--- src/rtl/timer_pkg.sv ---
// timer_pkg: shared state encoding and constants for timer_chain
package timer_pkg;
    typedef enum logic [1:0] {IDLE, RUN, PAUSE, DONE} state_t;
    localparam logic [31:0] DEF_MODS = 32'h0000AA6A;
    localparam int ADD_DIGIT = 1;
    localparam logic [3:0] ADD_INC = 4'd3;
endpackage

--- src/rtl/timer_digit.sv ---
// timer_digit: one modulo-MOD down-counting digit; TIMER_CHAIN_ADD30_EN adds the increment path
module timer_digit
    import timer_pkg::*;
#(
    parameter int MOD = 10
) (
    input  logic       clk,
    input  logic       clr,
    input  logic       clear,
    input  logic       load,
    input  logic [3:0] load_val,
    input  logic       dec_in,
    output logic       borrow_out,
`ifdef TIMER_CHAIN_ADD30_EN
    input  logic       inc,
    input  logic       sat,
    input  logic [3:0] inc_val,
    input  logic       carry_in,
    output logic       carry_gen,
    output logic       carry_prop,
`endif
    output logic [3:0] q
);
    localparam logic [4:0] MODV = 5'(MOD);
    localparam logic [4:0] MODM1 = 5'(MOD - 1);
    localparam logic [3:0] MAXV = 4'(MOD - 1);
    logic [3:0] q_d, q_q;
`ifdef TIMER_CHAIN_ADD30_EN
    logic [4:0] inc_sum, sum;
`endif
    // borrow/carry are exported as lookahead terms so the chain resolves in the parent
    always_comb begin
        borrow_out = q_q == 4'd0;
`ifdef TIMER_CHAIN_ADD30_EN
        inc_sum = {1'b0, q_q} + {1'b0, inc_val};
        sum = inc_sum + {4'd0, carry_in};
        carry_gen = inc_sum >= MODV;
        carry_prop = inc_sum == MODM1;
`endif
        q_d = q_q;
        if (clear) q_d = 4'd0;
        else if (load) q_d = {1'b0, load_val} >= MODV ? MAXV : load_val;
`ifdef TIMER_CHAIN_ADD30_EN
        else if (sat) q_d = MAXV;
        else if (inc) q_d = sum >= MODV ? 4'(sum - MODV) : sum[3:0];
`endif
        else if (dec_in) q_d = borrow_out ? MAXV : q_q - 4'd1;
    end
    always_ff @(posedge clk) q_q <= clr ? 4'd0 : q_d;
    assign q = q_q;
endmodule

--- src/rtl/timer_chain.sv ---
// timer_chain: cascaded mixed-radix countdown with IDLE/RUN/PAUSE/DONE control; TIMER_CHAIN_ADD30_EN enables add-30
module timer_chain
    import timer_pkg::*;
#(
    parameter int          NUM_DIGITS = 4,
    parameter logic [31:0] MODS       = DEF_MODS
) (
    input  logic                    clk,
    input  logic                    clr,
    input  logic [4*NUM_DIGITS-1:0] data,
    input  logic                    loadn,
    input  logic                    tick,
    input  logic                    start,
    input  logic                    pause,
    input  logic                    cancel,
    input  logic                    add30,
    output logic [4*NUM_DIGITS-1:0] out,
    output logic                    zero,
    output logic                    running,
    output logic                    done
);
    localparam int W = 4 * NUM_DIGITS;
    state_t state_d, state_q;
    logic done_d, done_q;
    logic act, hold, last, do_cancel, do_load, do_add, do_pause, do_start, do_tick;
    logic [NUM_DIGITS-1:0] bz, dec;
    logic unused_ok;
`ifdef TIMER_CHAIN_ADD30_EN
    logic [NUM_DIGITS-1:0] gen, prop;
    logic [NUM_DIGITS:0] cy;
    logic sat;
    assign unused_ok = bz[NUM_DIGITS-1];
`else
    assign unused_ok = ^{bz[NUM_DIGITS-1], add30};
`endif
    assign zero = out == '0;
    assign last = out == W'(1);
    assign running = state_q == RUN;
    assign done = done_q;
    // each enable is masked by every higher-priority request that applies in this state
    always_comb begin
        act = state_q != DONE;
        do_cancel = act & cancel;
        do_load = !do_cancel & !loadn & (state_q == IDLE | state_q == PAUSE);
`ifdef TIMER_CHAIN_ADD30_EN
        do_add = !do_cancel & !do_load & act & add30;
`else
        do_add = 1'b0;
`endif
        hold = do_cancel | do_load | do_add;
        do_pause = !hold & pause & (state_q == RUN);
        do_start = !hold & start & ((state_q == IDLE & !zero) | state_q == PAUSE);
        do_tick = !hold & !do_pause & tick & (state_q == RUN);
        state_d = !act ? IDLE :
                  do_cancel ? IDLE :
                  (do_add & state_q == IDLE & zero) ? RUN :
                  do_pause ? PAUSE :
                  do_start ? RUN :
                  (do_tick & last) ? DONE : state_q;
        done_d = do_tick & last;
    end
    always_comb begin
        dec[0] = do_tick;
        for (int k = 1; k < NUM_DIGITS; k++) dec[k] = dec[k-1] & bz[k-1];
    end
`ifdef TIMER_CHAIN_ADD30_EN
    always_comb begin
        cy[0] = 1'b0;
        for (int k = 0; k < NUM_DIGITS; k++) cy[k+1] = gen[k] | (prop[k] & cy[k]);
    end
    assign sat = do_add & cy[NUM_DIGITS];
`endif
    for (genvar i = 0; i < NUM_DIGITS; i++) begin : g_dig
        timer_digit #(.MOD(int'(MODS[4*i +: 4]))) u_dig (
            .clk        (clk),
            .clr        (clr),
            .clear      (do_cancel),
            .load       (do_load),
            .load_val   (data[4*i +: 4]),
            .dec_in     (dec[i]),
            .borrow_out (bz[i]),
`ifdef TIMER_CHAIN_ADD30_EN
            .inc        (do_add),
            .sat        (sat),
            .inc_val    (i == ADD_DIGIT ? ADD_INC : 4'd0),
            .carry_in   (cy[i]),
            .carry_gen  (gen[i]),
            .carry_prop (prop[i]),
`endif
            .q          (out[4*i +: 4])
        );
    end
    always_ff @(posedge clk) begin
        state_q <= clr ? IDLE : state_d;
        done_q <= !clr & done_d;
    end
endmodule

--- config.mk ---
export PLATFORM = sky130hd
export DESIGN_NAME = timer_chain
export DESIGN_NICKNAME = d
export VERILOG_FILES = /design/src/rtl/timer_pkg.sv /design/src/rtl/timer_digit.sv /design/src/rtl/timer_chain.sv
export SDC_FILE = /design/constraint.sdc
export NUM_CORES = 1
export LEC_CHECK = 0
export CAP_MARGIN = 0
export CORE_UTILIZATION = 45
export CTS_BUF_LIST = sky130_fd_sc_hd__clkbuf_4
export DETAILED_ROUTE_END_ITERATION = 10
export PLACE_DENSITY = 0.79
export SYNTH_ARGS = -nofsm -noshare
export SYNTH_HDL_FRONTEND = slang
export SYNTH_SLANG_ARGS = --single-unit
--- constraint.sdc ---
create_clock -name clk -period 1.8 [get_ports clk]
set_input_delay 0.36 -clock clk [delete_from_list [all_inputs] [get_ports clk]]
set_output_delay 0.36 -clock clk [all_outputs]
set_load 0.01 [all_outputs]
==> Word level (Yosys, flattened, before mapping) <==
Cells that the tools add are included.
{ "classes": {"order_cmp": 4, "n_mux": 19, "multipliers": 0, "n_div": 0, "shift": 0, "addsub": 4, "n_bitwise": 20, "eq_ne": 4, "reduce_logical": 21} }
{ "op_table": {"columns": ["cell", "n"], "rows": [
  ["4-bit 2-to-1 mux", 16],
  ["1-bit AND", 16],
  ["16-bit by 1-bit == test with 1-bit output (second input constant)", 1],
  ["16-bit logical NOT", 1],
  ["4-bit logical NOT", 4],
  ["4-bit by 1-bit subtractor with 4-bit output (second input constant)", 4],
  ["4-bit >= comparator (second input constant)", 3],
  ["2-bit nonzero test", 5],
  ["1-bit logical NOT", 6],
  ["2-bit 2-to-1 mux", 3],
  ["4-bit by 3-bit >= comparator with 1-bit output (second input constant)", 1],
  ["4-bit OR reduction", 1],
  ["1-bit OR", 3],
  ["3-bit nonzero test", 1],
  ["3-bit OR reduction", 1],
  ["2-bit by 1-bit == test with 1-bit output (second input constant)", 1],
  ["2-bit == test (second input constant)", 1],
  ["2-bit logical NOT", 1],
  ["2-bit != test (second input constant)", 1],
  ["2-bit OR reduction", 1],
  ["1-bit inverter", 1]
]} }
{ "word_totals": {"output_inout_bits": 19, "mem_count": 0, "reg_bits": 19, "ramBits": 0, "in_bits": 24, "latchBits": 0, "romBits": 0} }

==> Longest topological paths before layout <==
{ "logic_depth": {"ltp_word": 18, "ltp_mapped": 5, "depth_no_buf": 4} }

==> By module <==
From an unflattened synthesis, not the netlist that was laid out.
{ "unflattened": {"cells_unflattened": 132, "area_unflattened_um2": 1172.4} }
{ "modules_own_cells": {"columns": ["mod", "seq_area_each_um2", "instances", "cells_per_inst", "area_per_inst_um2"], "rows": [
  ["timer_digit at g_dig[0].u_dig ...", 80.1, 3, 26, 239.0],
  ["timer_chain", 60.1, 1, 32, 239.0],
  ["timer_digit at g_dig[1].u_dig", 80.1, 1, 22, 216.5]
]} }

==> Least setup slack after synthesis <==
OpenSTA, ideal clock, no wires.
{ "synth_path": {"path_type": "register to register", "start": "register g_dig[1].u_dig.q_q[2]", "end": "register g_dig[3].u_dig.q_q[3]", "t_arrival_ns": 1.605, "path_slack_ns": 0.104, "path_buffers": 0, "path_stages_with_launch": 5, "cell_sequence": "dfxtp_1 nor4_4 nand3_1 or4_1 a311oi_1"} }
{ "synth_between": {"elab_chain_len": 4} }
{ "synth_rtl": {"columns": ["item", "line", "rtl"], "rows": [
  ["start: declaration", "timer_digit.sv:27", "logic [3:0] q_d, q_q;"],
  ["start signal: assignment", "timer_digit.sv:49", "always_ff @(posedge clk) q_q <= clr ? 4'd0 : q_d;"],
  ["4-bit logical NOT", "timer_digit.sv:33", "borrow_out = q_q == 4'd0;"],
  ["1-bit AND (2 in series)", "timer_chain.sv:64", "for (int k = 1; k < NUM_DIGITS; k++) dec[k] = dec[k-1] & bz[k-1];"],
  ["2-bit nonzero test (no line)", null, null],
  ["end signal: assignment", "timer_digit.sv:49", null],
  ["end: declaration", "timer_digit.sv:27", null]
]} }
No other way between the ends.
A chain may end at the register's enable or synchronous reset.

==> Worst setup path in the final report <==
{ "layout_path": {"start": "register g_dig[2].u_dig.q_q[2]", "end": "output port zero"} }
{ "layout_between": {"elab_chain_len": 1} }
{ "layout_rtl": {"columns": ["item", "line", "rtl"], "rows": [
  ["start: declaration", "timer_digit.sv:27", null],
  ["start signal: assignment", "timer_digit.sv:49", null],
  ["16-bit logical NOT", "timer_chain.sv:36", "assign zero = out == '0;"],
  ["end: declaration", "timer_chain.sv:18", "output logic zero,"]
]} }
No other way between the ends.

==> results <==
-- cells in the mapped netlist, types with 2 or more instances --
cell,instances,share of area (%)
a211oi_1,2,1.4
or2b_1,2,1.4
nor2_1,13,4.4
nor4_4,2,3.8
nor2b_1,5,2.8
nor4_1,2,1.1
a21o_1,2,1.4
nand2_1,7,2.4
dfxtp_1,19,34
a21oi_1,9,4.1
or3_1,3,1.7
xor2_1,4,3.2
nand3b_1,2,1.4
o21ai_0,9,4.1
nor4b_1,3,2.4
a31oi_1,5,2.8
nand3_1,6,2.7
o211ai_1,4,2.7
nand4_1,3,1.7
or4_1,2,1.4
clkbuf_1,3,1.0
-- flip-flops by register name, summed over array words and instances (netlist names) --
register and cells:
done 1, g_dig.u_dig.q 16, state_q 2
-- through the flow --
stage | power (mW) | util [%] | cell area (um^2) | std cells | setup slack, ns
6_report | 0.973 | 86.3 | 1960 | 240 | -0.0623
5_1_grt | 1.01 | 86.3 | 1960 | 240 | -0.0980
4_1_cts | 0.925 | 82.0 | 1870 | 235 | -0.0423
3_5_place_dp | 0.683 | 79.4 | 1810 | 231 | -0.281
3_3_place_gp | 0.677 | 79.4 | 1810 | 231 | -0.233
2_1_floorplan | 0.539 | - | 1110 | 130 | 0.104
-- worst register-to-register path, stage by stage, from the launching register on --
cell,delay [ns]
dfxtp_4,0.38
nor4_4,0.30
buf_4,0.16
nand3_2,0.13
or4_4,0.51
a311oi_2,0.25
-- metal layers --
metal	part of all wire (%)	GRT usage [%]	up-vias	wire [um]
li1	-	-	673	-
met1	39	35.3	710	1720
met2	49	53.2	99	2160
met3	7.9	6.14	20	349
met4	3.8	15.8	0	168
met5	0	0	-	0
-- worst max path at each step --
stage / endpoint / slack (ns) / cells after the start
after floorplan: g_dig[3].u_dig.q[3]$_SDFFE_PP0P_ / 0.10 / 4
after global placement: g_dig[3].u_dig.q[0]$_SDFFE_PP0P_ / -0.23 / 6
after detailed placement: g_dig[3].u_dig.q[3]$_SDFFE_PP0P_ / -0.28 / 6
after CTS: g_dig[3].u_dig.q[3]$_SDFFE_PP0P_ / -0.04 / 5
after global routing: zero / -0.1 / 4
final: zero / -0.06 / 4
-- cell usage in the layout, fill, tap and decap left out, types with 3 or more instances in the layout --
master / instances
clkdlybuf4s50_1: 40
a31oi_1: 4
o211ai_1: 4
nand3_1: 5
dfxtp_1: 13
xor2_1: 4
clkbuf_4: 4
nand2_1: 7
nor2_1: 12
dfxtp_2: 5
nor4_4: 3
nor2b_1: 4
a21oi_1: 9
nand4_1: 3
buf_4: 39
o21ai_0: 9
-- final cells by class --
type	instances	area share [%]
flip-flops and latches	19	19.9
clock buffers	4	1.53
inverters	1	0.191
repair buffers	81	36.4
multi-input cells	107	40.2
well taps	28	1.78
-- kinds of logic after synthesis --
group	synth area share [%]
xor gates and xnor gates	3.15
AOI/OAI and AO/OA	25.9
DFF	34.2
buffers and inverters	1.35
and+or+nand+nor	35.4
-- timing repair --
item / CTS / global route
endpoints found under the hold margin: 0 / 0
pin swaps: 3 / 5
gates resized for setup: 13 / 14
endpoints found under the setup margin: 3 / 10
buffers inserted: 0 / 5
-- where the power goes --
part	switching, mW	internal (mW)	total [mW]
Sequential	0.0121	0.429	0.441
Clock	0.156	0.102	0.258
Combinational	0.118	0.156	0.274
Total	0.286	0.687	0.973
==> flow_summary.ini <==
[cts]
cts_buffers = 3
root_buffer = clkbuf_4
cts.clk_slew.worst_paths_ns = 0.13
clk_latency_ns = 0.33
clockBufferDepth = 2
h-tree-depth = 1
clock-sinks = 19
cts_hold_buffers = 0
cts_tree = yes

[floorplanning]
die_x_um = 51.7
core_area_um2 = 2280
die_area_um2 = 2670
initial_utilization_pct = 48.8
die_h_um = 51.7
io_pins = 43
placementRows = 17

[sta]
finalWorstSetupSlack_ns = -0.0623
maxSlewHeadroom_pct = 69.3
tightest_slew_ns = 0.455
rsz0062_at_grt = yes
fin_skew_ns = 0.0204
drv_slew = 0
max_freq_ghz = 0.537
period_share_pct = 103
hold_slack_ns = 0.616
setup_viol = 4
setup_tns_ns = -0.129
min_period_ns = 1.86
hold_viol = 0

[status]
violations = setup timing
outcome = finished with violations

[grt]
gr-usage-all-layers_pct = 30.7
grt_max_degree = 12
overflow = 0
antenna_found_initial = 0
grt_pass1_vias = 1360
grt_pass1_wl_um = 6020

[critical_path]
r2r_start = g_dig[2].u_dig.q[2]$_SDFFE_PP0P_
slowest_delay_ns = 0.38
path_buf_inv = 1
reg2reg_depth = 5
crit_type = reg -> out
worstSetupEndpointType = primary output
cp.arrival_ns = 1.50
path_common_cell = and3_4
path_cells = nor4_4, and3_4, and3_4, buf_6
critPathSlowestCell = dfxtp_4
cp-startpoint = g_dig[2].u_dig.q[2]$_SDFFE_PP0P_
r2r_end = g_dig[3].u_dig.q[3]$_SDFFE_PP0P_
crit_required_ns = 1.44
r2r_slack_ns = -0.02
cp_top_family = simple AND/OR/NAND/NOR gates
cp_max_fo = 2
critPathLaunchType = flip-flop

[synth]
yosys_warnings = 0
yosysUniqueCellTypes = 44
synth_area_per_cell_um2 = 8.55
yosysSeqAreaShare_pct = 34.2
syn-num-nets = 154
async_flop_share_pct = 0
synthCells = 130
synth_edf_count = 0
synth_seq_cells = 19
syn-cell-area_um2 = 1110
synth_flop_cell = dfxtp_1

[power]
vdd_drop_max_mv = 0.557
power.leakage_nw = 0.765
p_per_area_nw_per_um2 = 496

[route]
num_vias = 1502
drtAntennaViolNets = 0
wirelength_um = 4400
route.detailed.drc = 0
drtIter0Drc = 83
wire_per_inst_um = 18.3
drt_pass1_iterations = 6
avgViaCountPerCell = 6.26

[run]
cap_viol_max_count = 0

[hold_path]
holdPathEnd = g_dig[1].u_dig.q[3]$_SDFFE_PP0P_
hold_depth = 2
hold_path_class = reg -> reg
hold_start = g_dig[1].u_dig.q[3]$_SDFFE_PP0P_

[place]
numPortBuffers = 41
place_hpwl_um = 2680
gp_congestion = 0.823

[finish]
seq_area_um2 = 390
synthToLayoutAreaGrowth_pct = 76.8
fillers = 124
antenna_cells = 0
fin_nets = 237
multi_input_area_um2 = 790
layout-drive-gt1-share_pct = 33.5
(Power assumes the default switching activity.)
